**src/rtl/kogge_stone_arb.sv**
```systemverilog
// rtl/kogge_stone_arb.sv - round-robin arbiter sharing one Kogge-Stone adder among R requesters
// Holds one registered result; a new grant is issued only when that slot is free or draining.

module kogge_stone #(
   parameter int N = 32
) (
   input  logic [N-1:0] a,
   input  logic [N-1:0] b,
   output logic [N-1:0] sum,
   output logic         cout
);

   logic [N-1:0] p0;
   logic [N-1:0] g;
   logic [N-1:0] p;
   logic [N-1:0] gn;
   logic [N-1:0] pn;

   // Prefix tree: after the last level g[i] is the carry out of bits [i:0].
   always_comb begin
      p0 = a ^ b;
      g  = a & b;
      p  = p0;
      gn = '0;
      pn = '0;
      for (int d = 1; d < N; d = d * 2) begin
         gn = g;
         pn = p;
         for (int i = d; i < N; i++) begin
            gn[i] = g[i] | (p[i] & g[i-d]);
            pn[i] = p[i] & p[i-d];
         end
         g = gn;
         p = pn;
      end
   end

   assign sum  = p0 ^ {g[N-2:0], 1'b0};
   assign cout = g[N-1];

endmodule

module kogge_stone_arb #(
   parameter int N   = 32,
   parameter int R   = 4,
   parameter int IDW = $clog2(R)
) (
   input  logic             clk,
   input  logic             rst_n,
   input  logic [R-1:0]     req_valid,
   output logic [R-1:0]     req_ready,
   input  logic [R*N-1:0]   req_a,
   input  logic [R*N-1:0]   req_b,
   output logic             rsp_valid,
   input  logic             rsp_ready,
   output logic [N-1:0]     rsp_sum,
   output logic             rsp_cout,
   output logic [IDW-1:0]   rsp_id,
   output logic             busy
);

   logic [IDW-1:0] ptr;
   logic [IDW-1:0] win;
   logic [IDW-1:0] idx;
   logic [IDW-1:0] nxt;
   logic           found;
   logic           slot_free;
   logic           accept;
   logic [N-1:0]   op_a;
   logic [N-1:0]   op_b;
   logic [N-1:0]   add_sum;
   logic           add_cout;

   // First valid requester at or after ptr, wrapping.
   always_comb begin
      found = 1'b0;
      win   = '0;
      idx   = '0;
      for (int k = 0; k < R; k++) begin
         idx = IDW'((int'(ptr) + k) % R);
         if (!found && req_valid[idx]) begin
            found = 1'b1;
            win   = idx;
         end
      end
   end

   assign slot_free = !rsp_valid || rsp_ready;
   assign accept    = rst_n && found && slot_free;
   assign req_ready = accept ? (R'(1) << win) : '0;
   assign nxt       = (win == IDW'(R - 1)) ? '0 : win + 1'b1;
   assign busy      = rsp_valid || (|req_valid);

   assign op_a = req_a[win*N +: N];
   assign op_b = req_b[win*N +: N];

   kogge_stone #(.N(N)) u_add (
      .a    (op_a),
      .b    (op_b),
      .sum  (add_sum),
      .cout (add_cout)
   );

   always_ff @(posedge clk or negedge rst_n) begin
      if (!rst_n) begin
         ptr       <= '0;
         rsp_valid <= 1'b0;
         rsp_sum   <= '0;
         rsp_cout  <= 1'b0;
         rsp_id    <= '0;
      end else if (accept) begin
         ptr       <= nxt;
         rsp_valid <= 1'b1;
         rsp_sum   <= add_sum;
         rsp_cout  <= add_cout;
         rsp_id    <= win;
      end else if (rsp_ready) begin
         rsp_valid <= 1'b0;
      end
   end

endmodule

```
**config.mk**
```make
export PLATFORM = sky130hd
export DESIGN_NAME = kogge_stone_arb
export DESIGN_NICKNAME = d
export VERILOG_FILES = /design/src/rtl/kogge_stone_arb.sv
export SDC_FILE = /design/constraint.sdc
export NUM_CORES = 1
export LEC_CHECK = 0
export ABC_AREA = 0
export BUFFER_PORTS_ARGS = -buffer_cell sky130_fd_sc_hd__buf_2
export CORE_AREA = 4 4 115 117
export CTS_CLUSTER_SIZE = 8
export DETAILED_ROUTE_END_ITERATION = 8
export DIE_AREA = 0 0 119 121
export HOLD_SLACK_MARGIN = 0.03
export PLACE_DENSITY = 0.91
export SLEW_MARGIN = 20
export SYNTH_ARGS = -nofsm -noshare
export SYNTH_HDL_FRONTEND = slang
export SYNTH_SLANG_ARGS = --single-unit
```
**constraint.sdc**
```tcl
create_clock -name clk -period 10.7 [get_ports clk]
set_input_delay 1.07 -clock clk [delete_from_list [all_inputs] [get_ports clk]]
set_output_delay 1.07 -clock clk [all_outputs]
set_load 0.005 [all_outputs]
```
==> metrics.txt, run 1 <==
Starting Density=0.434; Area Growth Syn to Fin=31.9%; postcts setup bufs=0; met3 wire len=2020 um; dpl cells=approximately 1,300; CTS buffer count=5; Worst path slowest cell=buf_4; pin count of the biggest net entering global routing=around 90; number of synthesized flops with an enable pin=0; slew margin rel.=0.384; Antenna Nets Post-Route=0; Crit path buffers/inverters=4; Setup crit end kind=flip-flop; Reg area=951 um^2; CTS root buf=clkbuf_16; FF-to-FF setup slack=5580 ps; run status=complete, no violations; fraction of registers with async set/reset=1.00; Syn Inst Count=about 850; wire length per cell=between 15 and 20 um; htree depth=2; min Tclk post-route=roughly 5600 ps; most common cell after layout, fill and taps aside=nand2_1; syn_area_per_cell=roughly 6.3 um^2; CP arrival=between 5000 and 6000 ps; Cell Pwr Density=approximately 340 nW/um^2; sequential area share after synthesis=0.177; RSZ-0062 raised after global routing=false; leak pwr=approximately 3.8 nW; CTS tree=yes; slowest stage delay, CP=roughly 690 ps; core area=around 12,000 um^2; vias in the first global route=roughly 6,600; Max FO, Critical Path=76; # rows=41; worst path required time=around 11,000 ps; Vias=~7,300; first drt pass iteration count=5; top_reg_cell synth=dfrtp_1; Synth Cell Area=between 5000 and 6000 um^2; Syn Nets=approximately 1,100; max cap viols=0; setup TNS=0 ps; Cell Chain, Critical Path=buf_2 > nor2b_1 > a21oi_1 > nor2_1 > a211oi_4 > buf_4 > inv_4 > buf_4 > nand2_1 > and3_1 > a31oi_1 > ha_1 > a211oi_2 > o21bai_2 > a221oi_4 > o21ai_2 > a211oi_2 > xor2_1 > o21ai_1; most frequent cells in the layout=nand2_1, buf_2, and3_1, a31oi_1; Setup violations, final=0; I/O Buffers=slightly above 300; M1 WL=~8900 um; Hold Fails Final Rpt=0; multi-input logic area=between 4000 and 5000 um^2; gr ovfl total=0; I/O pin cnt=304; GRT Total Usage=0.279; Area after DPL=around 6900 um^2; critical path's top delay family=compound AO/OA/AOI/OAI gates; Max Used Layer=met4; # DRC=0; Least-Margin Pin Slew=between 900 and 1000 ps; width of the die=119 um; Yosys top cell by area=nand2_1; Tot Pwr=around 2.4 mW; Max Slew Vio Count=0; Finished Cell Area=about 7100 um^2; Synth area leaders=nand2_1, dfrtp_1, ha_1, and3_1, a31oi_1; startpoint types=primary input; Clock Latency Late Sink=280 ps; Placer Congestion=approximately 0.99; Final Skew=approximately 6.8 ps; die height=121 um; DR iter-0 viols=707; Placement Setup Slack=around 5000 ps; initial antenna violation count=0; hold-fix buffers at CTS=0; CP Class=primary input to flip-flop; worst min-delay path class=flip-flop to flip-flop; #FFs+latches synth=38; fmax=178 MHz; cts repair resizes=0; final WL=~21,000 um; fillcell total=1,249; met2 wire len=a little under 10,000 um; first-pass GRT wire length=~33,000 um; setup slack after layout=about 5100 ps; Layout Cells excl Fill=approximately 1,300; Yosys warnings=0; period utilisation layout=0.524; Yosys cell types=55; clock-pin transition on the worst setup and hold timing paths=~60 ps; mean number of vias per cell=between 5 and 6; Clock Tree Buf Depth=2; share of layout cells above drive strength 1=0.303; VDD IR max=0.123 mV; die footprint=14,400 um^2; nets=about 1,400; clock sinks=38; hpwl dp=17,000 um; Synth top area share=0.225
## report_power, final
group          total (mW)  leakage, nW  internal [mW]  switching, mW
Combinational        2.03         3.25          0.766           1.26
Sequential          0.255        0.465          0.216         0.0388
Clock               0.148       0.0739         0.0924         0.0556
## per-stage QoR
stage	hold slack, ps	util
3_3_place_gp	458	0.560
5_1_grt	502	0.572
6_report	472	0.572
3_5_place_dp	459	0.560
2_1_floorplan	470	-
4_1_cts	473	0.572
## state kept, by name, indices dropped and copies added, names as in the netlist
name / count
rsp_cout: 1
rsp_sum: 32
rsp_id: 2
ptr: 2
rsp_valid: 1
## tightest hold or removal path, stage by stage, from the launching register on
cell     delay [ps]
dfrtp_1         330
nand2_1          50
nand2_1          50
## synth_stat cells, types with 2 or more instances
master     number
a21oi_1        38
or4_1           4
nor2b_1         4
buf_2           7
nand2_1       321
ha_1           36
a21o_1         17
o311ai_1        3
o21ai_0        25
mux2i_1         2
nor3b_1         3
nand4_1         8
and3_4          2
o211a_1         2
o211ai_1        4
o21ai_2         2
o21a_1          6
nor2_1         16
a211oi_2        4
nor3_1          7
a31oi_1        69
buf_1           3
xor2_1         12
and2_1          7
and3_1         70
o21ai_1        18
nand3_1        14
clkbuf_1       51
o2111ai_1       2
nand2b_1        4
o2111a_1        2
o31ai_1         6
xnor2_1         7
inv_1           8
o21bai_1        3
a211oi_1        4
dfrtp_1        38
o22ai_1         2
## worst paths after layout
| kind | startpoint | to | cells after the start |
|---|---|---|---|
| max in group asynchronous | rst_n | rsp_sum[18]$_DFFE_PN0P_ | 1 |
| worst max register to register | ptr[0]$_DFFE_PN0P_ | rsp_sum[24]$_DFFE_PN0P_ | 18 |
| worst min-delay path | rsp_sum[0]$_DFFE_PN0P_ | rsp_sum[0]$_DFFE_PN0P_ | 2 |
| worst min register to register | rsp_sum[0]$_DFFE_PN0P_ | rsp_sum[0]$_DFFE_PN0P_ | 2 |
| worst max-delay path | req_valid[0] | rsp_sum[24]$_DFFE_PN0P_ | 19 |
| min in group asynchronous | rst_n | ptr[0]$_DFFE_PN0P_ | 1 |
## layer usage
layer	vias up	global-route usage
met1	3308	0.396
met2	423	0.443
met4	0	0.0760
met3	38	0.0387
li1	3491	-
met5	-	0
## cells by family after synthesis
logic type / after synthesis / synth area share
AOI/OAI and AO/OA: 216 / 0.263
xor gates and xnor gates: 19 / 0.0310
adders and majority gates: 37 / 0.0877
buffers and inverters: 70 / 0.0506
DFF: 38 / 0.177
muxes: 2 / 0.00373
and+or+nand+nor: 466 / 0.386
## area by class of cell
type                       instances  share of cell area
sequential                        38               0.134
clock inverter                     1            0.000707
timing repair buffer             308               0.220
antenna                            1            0.000354
multi-input combinational        740               0.589
clock buffer                       7              0.0202
inverter                           9             0.00531
tap                              172              0.0304
No activity file was read; power rests on OpenSTA's default activity.
==> run 2, diff against run 1 <==
--- a/config.mk
+++ b/config.mk
@@ -7,10 +7,10 @@
 export LEC_CHECK = 0
 export ABC_AREA = 0
 export BUFFER_PORTS_ARGS = -buffer_cell sky130_fd_sc_hd__buf_2
-export CORE_AREA = 4 4 115 117
+export CORE_MARGIN = 4
+export CORE_UTILIZATION = 42
 export CTS_CLUSTER_SIZE = 8
 export DETAILED_ROUTE_END_ITERATION = 8
-export DIE_AREA = 0 0 119 121
 export HOLD_SLACK_MARGIN = 0.03
 export PLACE_DENSITY = 0.91
 export SLEW_MARGIN = 20
==> constraint.sdc (replaced) <==
create_clock -name clk -period 4.5 [get_ports clk]
set_input_delay 0.45 -clock clk [delete_from_list [all_inputs] [get_ports clk]]
set_output_delay 0.45 -clock clk [all_outputs]
set_load 0.005 [all_outputs]
==> run 2 against run 1 <==
  * Flip-flop and latch count unchanged
  * Non-clock buffer count increased by 12
  * Hold slack got worse by 360 ps
  * Core utilization increased by 0.11 points
  * Clock power increased by 140%
  * Register-to-register slack got worse by 5300 ps
  * Setup slack got worse by 4800 ps
  * Clock skew about the same
  * Critical path type is now flip-flop to flip-flop
  * Largest power group unchanged
==> metrics.txt, run 2 (synthesized netlist as in run 1, its figures left out) <==
clock-pin transition on the worst setup and hold timing paths=60 ps (about the same); pin count of the biggest net entering global routing=73 (-21%); Internal=2.65 mW (+150%); vias in the first global route=6,678 (+0.71%); Clock Tree Buf Depth=2 (unchanged); Max Slew Vio Count=0 (unchanged); Placement Setup Slack=162 ps (-4820 ps); sw frac=0.555 (-0.00341); Hold Fails Final Rpt=0 (unchanged); # DRC=0 (unchanged); setup slack after layout=295 ps (-4800 ps); CTS root buf=clkbuf_16; CTS buffer count=5 (unchanged); biggest regs=rsp_sum x32, ptr x2, rsp_id x2; CP Class=flip-flop to flip-flop; worst path required time=4650 ps (-6180 ps); hpwl dp=17,900 um (+5.3%); Setup violations, final=0 (unchanged); die height=121 um (about the same); Placer Congestion=0.983 (-0.50%); DR iter-0 viols=517 (-27%); dpl cells=1,279 (+0.95%); htree depth=2 (unchanged); sequential share of power=0.104 (about the same); Setup crit end kind=flip-flop; core area=12,600 um^2 (+1.7%); slew margin rel.=0.398 (+0.0141); leak pwr=3.86 nW (+1.9%); first drt pass iteration count=5 (unchanged); Psw=3.31 mW (+140%); most frequent cells in the layout=nand2_1, buf_2, and3_1, a31oi_1; Max FO, Critical Path=10 (-87%); worst setup path startpoint=ptr[0]$_DFFE_PN0P_; most common cell after layout, fill and taps aside=nand2_1; VDD IR max=0.286 mV (+130%); Layout Cells excl Fill=1,287 (+0.86%); Antenna Nets Post-Route=0 (unchanged); final WL=21,800 um (+2.8%); ANT cells=0 (-1); Least-Margin Pin Slew=903 ps (-21.1 ps); Top reg by flops=rsp_sum; RSZ-0062 raised after global routing=false; Vias=7,201 (-0.81%); CTS tree=yes; # rows=41 (unchanged); Starting Density=0.427 (-0.00708); Final Skew=6.67 ps (-0.150 ps); Clk network pwr share=0.060 (about the same); period utilisation layout=0.934; Gate power share=0.836 (+0.002); Area Growth Syn to Fin=34.4%; I/O pin cnt=304 (unchanged); width of the die=121 um (+1.7%); run status=complete, no violations; Clock Latency Late Sink=280 ps (about the same); initial antenna violation count=0 (unchanged); CP arrival=4360 ps (-1380 ps); startpoint types=flip-flop; reg2reg start=ptr[0]$_DFFE_PN0P_; max cap viols=0 (unchanged); nets=1,414 (+0.86%); min Tclk post-route=4210 ps; post-layout util=0.573 (+0.00111); max reg flops=32 (unchanged); Tot Pwr=5.96 mW (+140%); Cell Pwr Density=826 nW/um^2 (+140%); wire length per cell=16.9 um (+2.0%); worst min-delay path class=primary input to asynchronous set/reset pin; fmax=~240 MHz; die footprint=14,600 um^2 (+1.7%); hold-fix buffers at CTS=0 (unchanged); first-pass GRT wire length=33,700 um (+1.7%); gr ovfl total=0 (unchanged); setup TNS=0 ps (unchanged); mean number of vias per cell=5.60 (-1.7%); clock sinks=38 (unchanged); I/O Buffers=303 (unchanged); GRT Total Usage=0.283 (+0.00454); share of layout cells above drive strength 1=0.311 (+0.00840)
==> run 2: cell types whose count changed in the layout (fill, tap and decap cells not counted) <==
cell	change
clkinv_2	-1
buf_4	+8
buf_6	+1
clkinvlp_4	+1
clkbuf_1	-1
inv_2	+1
diode_2	-1
buf_12	+3
==> run 2: metal layers <==
| layer | up-vias | global-route usage | routed length, um |
|---|---|---|---|
| li1 | 3521 | - | - |
| met1 | 3240 | 0.393 | 9390 |
| met2 | 406 | 0.454 | 10000 |
| met3 | 34 | 0.0592 | 1990 |
| met4 | 0 | 0.0616 | 377 |
| met5 | - | 0 | 0 |
==> run 2: final timing paths <==
| kind | slack (ps) | endpoint | depth (start not counted) |
|---|---|---|---|
| min in group clk | 470 | rsp_id[1]$_DFFE_PN0P_ | 2 |
| worst max-delay path | 290 | rsp_sum[30]$_DFFE_PN0P_ | 17 |
| worst max register to register | 290 | rsp_sum[30]$_DFFE_PN0P_ | 17 |
| worst min-delay path | 110 | rsp_sum[17]$_DFFE_PN0P_ | 1 |
| max in group asynchronous | 3710 | rsp_sum[21]$_DFFE_PN0P_ | 2 |
| worst min register to register | 470 | rsp_id[1]$_DFFE_PN0P_ | 2 |
==> run 2: cell type report <==
cell class                      count  area, um^2
Inverter                            9        36.3
Sequential cell                    38         951
Clock buffer                        6         139
Tap cell                          172         215
Timing Repair Buffer              320        1690
Clock inverter                      2        12.5
Multi-Input combinational cell    740        4170
Fill cell                        1211        5360
==> run 2: through the flow <==
step                      hold slack (ps)  area [um^2]
after floorplan                       154         5360
after global placement                408         7050
after detailed placement              418         7050
after CTS                             115         7200
after global routing                  146         7210
final                                 108         7210
==> run 2: power groups by stage <==
stage	Clock [mW]	Sequential, mW	Combinational [mW]
6_report	0.360	0.619	4.98
3_3_place_gp	0	0.616	4.78
3_5_place_dp	0	0.624	4.84
2_1_floorplan	0	0.614	3.42
5_1_grt	0.374	0.639	5.46
4_1_cts	0.360	0.619	4.87
==> run 2: repair_timing <==
item / in CTS / in global routing
buffers inserted: 0 / 0
endpoints found under the setup margin: 0 / 1
gates resized for setup: 0 / 1
==> run 2: worst max-delay path, stage by stage (launching register included) <==
cell and delay [ps]:
dfrtp_1 400, nor2b_1 80, a21oi_1 140, nor2_1 90, a211oi_4 410, inv_4 130
nand2_1 100, and3_1 160, a31oi_1 40, ha_1 270, fa_1 510, a211oi_2 300
o21bai_2 150, a221oi_4 490, nor3_2 130, o31ai_1 330, mux2i_1 230, o311ai_1 110
